## src/rtl/i2c_pkg.sv

```systemverilog
// i2c_pkg: shared types and constants for the I2C master engines.
//   i2c_state_e : write-engine FSM states
//   Q0..Q3      : quarter-bit phase codes (Q0 SCL low/drive SDA, Q1-Q2 SCL
//                 released, sample at end of Q2, Q3 SCL low)
//   ADDR_W      : 7-bit I2C address width
package i2c_pkg;

  typedef enum logic [2:0] {
    S_IDLE,
    S_START,
    S_ADDR,
    S_ADDR_ACK,
    S_DATA,
    S_DATA_ACK,
    S_STOP
  } i2c_state_e;

  localparam logic [1:0] Q0 = 2'd0;
  localparam logic [1:0] Q1 = 2'd1;
  localparam logic [1:0] Q2 = 2'd2;
  localparam logic [1:0] Q3 = 2'd3;

  localparam int ADDR_W = 7;

endpackage

```

## src/rtl/i2c_tick_gen.sv

```systemverilog
// i2c_tick_gen: free-running divider producing a 1-clk tick every CLK_DIV
// clocks; one tick = one SCL quarter period.
//   clk  in  system clock
//   rst  in  asynchronous active-high reset (counter cleared, tick low)
//   tick out 1-cycle pulse every CLK_DIV clocks
module i2c_tick_gen #(
  parameter int CLK_DIV = 250
) (
  input  logic clk,
  input  logic rst,
  output logic tick
);

  localparam int CW = (CLK_DIV > 2) ? $clog2(CLK_DIV) : 1;
  localparam logic [CW-1:0] LAST = CW'(CLK_DIV - 1);

  logic [CW-1:0] cnt;

  always_ff @(posedge clk or posedge rst) begin
    if (rst)              cnt <= '0;
    else if (cnt == LAST) cnt <= '0;
    else                  cnt <= cnt + 1'b1;
  end

  assign tick = (cnt == LAST);

endmodule

```

## src/rtl/i2c_fifo_tx.sv

```systemverilog
// i2c_fifo_tx: I2C master write engine draining a byte FIFO.
// Whenever the FIFO holds data (and enable is high) it issues START, addr+W,
// then pops and sends bytes until the FIFO is empty or the slave NACKs, then
// STOP. Open-drain pads: *_oe=1 pulls the line low.
//   clk, rst            system clock, asynchronous active-high reset
//   enable              permits a new transaction to leave IDLE
//   slave_addr[6:0]     target address, latched at START
//   fifo_data[D-1:0]    FIFO head, valid while !fifo_empty
//   fifo_empty          FIFO empty flag
//   fifo_rd             1-clk pop pulse per consumed byte
//   scl_i, sda_i        pad inputs
//   scl_oe, sda_oe      pad pull-down enables (registered)
//   busy                START through STOP completion
//   nack                sticky slave-NACK flag, cleared at START
// Build option: define I2C_TX_STRETCH_EN to honour slave clock stretching
// (phase counter holds in Q1/Q2 while SCL is released but still low).
module i2c_fifo_tx
  import i2c_pkg::*;
#(
  parameter int D       = 8,
  parameter int CLK_DIV = 250
) (
  input  logic              clk,
  input  logic              rst,
  input  logic              enable,
  input  logic [ADDR_W-1:0] slave_addr,
  input  logic [D-1:0]      fifo_data,
  input  logic              fifo_empty,
  output logic              fifo_rd,
  input  logic              scl_i,
  input  logic              sda_i,
  output logic              scl_oe,
  output logic              sda_oe,
  output logic              busy,
  output logic              nack
);

  i2c_state_e        state, state_nx;
  logic [1:0]        phase;
  logic [2:0]        bitcnt;
  logic [D-1:0]      shreg;
  logic [ADDR_W-1:0] addr_q;
  logic              nack_smp;   // sda_i captured at end of Q2 (1 = NACK)
  logic              tick, adv, end_bit, start_go;
  logic              scl_d, sda_d;

  i2c_tick_gen #(.CLK_DIV(CLK_DIV)) u_tick (
    .clk  (clk),
    .rst  (rst),
    .tick (tick)
  );

`ifdef I2C_TX_STRETCH_EN
  // While we have released SCL in Q1/Q2 but it still reads low, a slave is
  // stretching: freeze the phase until it lets go.
  assign adv = tick && !((phase == Q1 || phase == Q2) && !scl_oe && !scl_i);
`else
  logic unused_scl;
  assign unused_scl = scl_i;
  assign adv        = tick;
`endif

  assign end_bit  = adv && (phase == Q3);
  assign start_go = (state == S_IDLE) && (state_nx == S_START);

  // state register
  always_ff @(posedge clk or posedge rst) begin
    if (rst) state <= S_IDLE;
    else     state <= state_nx;
  end

  // next state
  always_comb begin
    state_nx = state;
    case (state)
      S_IDLE:     if (tick && enable && !fifo_empty) state_nx = S_START;
      S_START:    if (end_bit) state_nx = S_ADDR;
      S_ADDR:     if (end_bit && bitcnt == 3'd7) state_nx = S_ADDR_ACK;
      S_ADDR_ACK,
      S_DATA_ACK: if (end_bit) state_nx = (nack_smp || fifo_empty) ? S_STOP : S_DATA;
      S_DATA:     if (end_bit && bitcnt == 3'd7) state_nx = S_DATA_ACK;
      S_STOP:     if (end_bit) state_nx = S_IDLE;
      default:    state_nx = S_IDLE;
    endcase
  end

  // outputs: pop strobe and next pad enables
  always_comb begin
    fifo_rd = end_bit && (state == S_ADDR_ACK || state == S_DATA_ACK) &&
              !nack_smp && !fifo_empty;
    scl_d   = 1'b0;
    sda_d   = 1'b0;
    case (state)
      S_START: begin            // SDA falls in Q2 with SCL high
        scl_d = (phase == Q3);
        sda_d = (phase == Q2 || phase == Q3);
      end
      S_ADDR, S_DATA: begin
        scl_d = (phase == Q0 || phase == Q3);
        sda_d = ~shreg[D-1];
      end
      S_ADDR_ACK, S_DATA_ACK: begin
        scl_d = (phase == Q0 || phase == Q3);
      end
      S_STOP: begin             // SDA rises in Q3 with SCL high
        scl_d = (phase == Q0);
        sda_d = (phase != Q3);
      end
      default: ;
    endcase
  end

  // datapath and registered pad drive
  always_ff @(posedge clk or posedge rst) begin
    if (rst) begin
      phase    <= Q0;
      bitcnt   <= '0;
      shreg    <= '0;
      addr_q   <= '0;
      nack_smp <= 1'b0;
      busy     <= 1'b0;
      nack     <= 1'b0;
      scl_oe   <= 1'b0;
      sda_oe   <= 1'b0;
    end else begin
      scl_oe <= scl_d;
      sda_oe <= sda_d;

      if (start_go) begin
        addr_q <= slave_addr;
        nack   <= 1'b0;
        busy   <= 1'b1;
        phase  <= Q0;
      end else if (state != S_IDLE && adv) begin
        phase <= phase + 2'd1;
      end

      if (adv && phase == Q2) nack_smp <= sda_i;

      if (end_bit) begin
        case (state)
          S_START: begin
            shreg  <= D'({addr_q, 1'b0});
            bitcnt <= '0;
          end
          S_ADDR, S_DATA: begin
            shreg  <= shreg << 1;
            bitcnt <= bitcnt + 3'd1;   // 7 -> 0 leaves it ready for the next byte
          end
          S_ADDR_ACK, S_DATA_ACK: if (nack_smp) nack <= 1'b1;
          S_STOP:  busy <= 1'b0;
          default: ;
        endcase
      end

      // byte capture coincides with the pop strobe
      if (fifo_rd) shreg <= fifo_data;
    end
  end

endmodule
```

## config.mk

```make
export PLATFORM = sky130hd
export DESIGN_NAME = i2c_fifo_tx
export DESIGN_NICKNAME = d
export VERILOG_FILES = /design/src/rtl/i2c_pkg.sv /design/src/rtl/i2c_tick_gen.sv /design/src/rtl/i2c_fifo_tx.sv
export SDC_FILE = /design/constraint.sdc
export NUM_CORES = 1
export LEC_CHECK = 0
export ABC_AREA = 1
export BUFFER_PORTS_ARGS = -buffer_cell sky130_fd_sc_hd__buf_4
export CAP_MARGIN = 40
export CORE_MARGIN = 8
export CORE_UTILIZATION = 30
export DETAILED_ROUTE_END_ITERATION = 10
export PLACE_DENSITY = 0.55
export SLEW_MARGIN = 5
export SYNTH_ARGS = -nofsm -noshare
export SYNTH_HDL_FRONTEND = slang
export SYNTH_HIERARCHICAL = 1
export SYNTH_SLANG_ARGS = --single-unit
```

## constraint.sdc

```tcl
create_clock -name clk -period 2.5 [get_ports clk]
set_input_delay 0.125 -clock clk [delete_from_list [all_inputs] [get_ports clk]]
set_output_delay 0.125 -clock clk [all_outputs]
set_load 0.03 [all_outputs]
```

==> results.json <==
{
  "clock_sinks": 36,
  "ys_warn_count": 6,
  "drive_gt1_share_pct": 29.5,
  "start_kind": "flip-flop",
  "routabilityCongestion": 0.793,
  "grt_max_degree": 29,
  "end_kind": "primary output",
  "ff2ff_setup_slack_ps": 370,
  "drtAntennaViolNets": 0,
  "initial_core_util_pct": 31.0,
  "ys_types": 29,
  "worstPathMaxFanout": 17,
  "criticalPathCategory": "flip-flop to primary output",
  "drt_iter0_drc": 53,
  "antenna_found_initial": 0,
  "cts_resized": 0,
  "period_needed_ps": 2310,
  "combPwrFrac_pct": 3.8,
  "irDropWorstVdd_v": 0.000266,
  "cts.path.max_buffers": 2,
  "clk_pin_slew_ps": 70,
  "final_area_um2": 2500,
  "ys_seq_area_share_pct": 42.8,
  "finalClockSkew_ps": 7.07,
  "wl_mm": 4.15,
  "fp-row-count": 30,
  "power.density_nw_per_um2": 477,
  "h-tree-depth": 2,
  "cp_data_arrival_time_ps": 2180,
  "via_per_inst": 4.39,
  "area.growth.synth_to_final_pct": 19.0,
  "fmaxAchievable_ghz": 0.433,
  "yosysTopAreaCellShare_pct": 42.8,
  "synthesis.nets": 276,
  "cts_tree": "yes",
  "portBuffers": 24,
  "ys_ff_latch": 36,
  "dpl.hpwl_mm": 3.02,
  "critical-path-max-stage-delay_ps": 380,
  "fin_crit_sh_pct": 92.3,
  "setup_viol": 0,
  "worst_path_dominant_cell_family": "simple AND/OR/NAND/NOR gates",
  "maxSlewHeadroom_pct": 67.7,
  "yosys-top-cells-area": "dfrtp_1, nand2_1, inv_1",
  "dp_slack_ps": 369,
  "reg2reg_depth": 11,
  "overflow": 0,
  "r2r-start": "u_tick/cnt[1]$_DFF_PP0_",
  "rsz0062_at_grt": "no",
  "syn-mean-instance-area_um2": 8.48,
  "post_cts_buffers": 0,
  "reg2reg_to": "phase[1]$_DFFE_PP0P_",
  "p_switching_mw": 0.236,
  "cp_cell_sequence": "inv_1 > ha_1 > nand2_1 > nor2_2 > nand2_4 > inv_6 > nand2_2 > nor2_4 > nand2_4 > inv_2 > buf_4",
  "fin_ws_ps": 193,
  "timing.critical_path.mode_cell": "nand2_4",
  "cp.required_ps": 2380,
  "clk_latency_ps": 290,
  "seqPwrFrac_pct": 48.8,
  "netlist_instances": 248,
  "drc": 0,
  "ioPinCount": 26,
  "power_frac_clock_pct": 47.4,
  "holdBufCountCts": 1,
  "grt_use_total_pct": 8.88,
  "dr.pass1.iters": 4,
  "path_buf_inv": 4,
  "grt_pass1_vias": 1544,
  "status": "finished, final reports clean",
  "wire_per_inst_um": 11.1,
  "hold_class": "input port to flip-flop",
  "p_leak_nw": 1.30,
  "grt_pass1_wl_mm": 7.07,
  "hold_viol": 0,
  "numCtsBuffers": 5,
  "syn_area_um2": 2100,
  "via_count": 1641,
  "placed_area_um2": 2370,
  "holdWs_ps": 32.9,
  "die_w_um": 99.7,
  "p_int_mw": 0.958,
  "switching_share_pct": 19.8,
  "die-area_um2": 9950,
  "worstHoldStart": "fifo_data[0]",
  "num-nets-final": 305,
  "min_to": "shreg[0]$_DFFE_PP0P_",
  "synth_top_area_cell": "dfrtp_1",
  "utilization_pct": 36.9,
  "maxCapViolCount": 0,
  "cts_root_buf": "clkbuf_8",
  "worst_pin_slew_ps": 484,
  "final_max_slew_viol_count": 0,
  "slowest_stage": "dfrtp_1",
  "chipHeight_um": 99.7,
  "antenna_cells": 0,
  "whs_path_depth": 3,
  "core_um2": 6790,
  "setup_tns_ps": 0
}
-- cell families after synthesis --
kind of cell | share of synthesized area, %
buffers and inverters | 9.64
xor gates and xnor gates | 0.416
AOI/OAI and AO/OA | 9.52
and+or+nand+nor | 33.4
DFF | 42.8
adders and majority gates | 4.16
-- power groups by stage --
stage	logic [mW]	registers (mW)	clock network, mW
after floorplan	0.0166	0.594	0
after global placement	0.0458	0.594	0
after detailed placement	0.0461	0.594	0
after CTS	0.0473	0.583	0.588
after global routing	0.0525	0.583	0.605
final	0.0456	0.583	0.566
-- state kept, by name, summed over array words and instances (netlist names) --
register	count
busy	1
sda_oe	1
phase	2
nack	1
bitcnt	3
addr_q	7
shreg	8
nack_smp	1
u_tick/cnt	8
scl_oe	1
state	3
-- layout by cell type, fill, tap and decap left out, drive strengths merged --
cell	n
nand3	34
dlygate4sd3	1
o21bai	1
a21oi	7
o21ai	19
inv	41
nand4	7
clkbuf	7
nor3	1
dfrtp	36
o221ai	1
xnor2	1
buf	25
a22oi	1
o31ai	1
nand2	69
ha	7
bufinv	1
nor2	18
-- worst min-delay path, stage by stage --
cell and delay, ps:
buf_4 80, nand2_1 40, nand2_1 50
-- final cells by class --
type / count / area [µm²]
Inverter: 41 / 159
Timing Repair Buffer: 26 / 198
Clock inverter: 1 / 30.0
Sequential cell: 36 / 901
Clock buffer: 7 / 96.3
Multi-Input combinational cell: 167 / 1000
Fill cell: 689 / 4290
Tap cell: 96 / 120
-- cells in the mapped netlist (all sizes together) --
library cell	n
nand4	7
o21ai	19
nor2	18
buf	4
dfrtp	36
nand3	34
ha	7
o21bai	1
o221ai	1
o31ai	1
a22oi	1
a21oi	7
xnor2	1
inv	41
nand2	69
nor3	1
-- layer usage --
layer  track usage, %  share of wire [%]  up-vias
met4             3.84                1.5        0
li1                 -                  -      856
met5                0                  0        -
met1             11.7                 50      743
met2             12.6                 42       34
met3             3.28                5.9        8
-- worst max path at each step --
stage / startpoint / endpoint / slack, ps / depth (start not counted)
final: u_tick/cnt[1]$_DFF_PP0_ / fifo_rd / 190 / 11
after global routing: u_tick/cnt[1]$_DFF_PP0_ / fifo_rd / 0.2 / 11
after CTS: u_tick/cnt[1]$_DFF_PP0_ / fifo_rd / 150 / 11
after detailed placement: u_tick/cnt[1]$_DFF_PP0_ / phase[1]$_DFFE_PP0P_ / 370 / 11
after global placement: u_tick/cnt[1]$_DFF_PP0_ / phase[1]$_DFFE_PP0P_ / 400 / 11
after floorplan: u_tick/cnt[1]$_DFF_PP0_ / shreg[1]$_DFFE_PP0P_ / 700 / 13
-- metrics by stage --
step	instances	power, mW
final	374	1.19
after global routing	374	1.24
after CTS	374	1.22
after detailed placement	365	0.640
after global placement	365	0.640
after floorplan	248	0.611
Note: power is estimated with default switching activity, not from simulation.
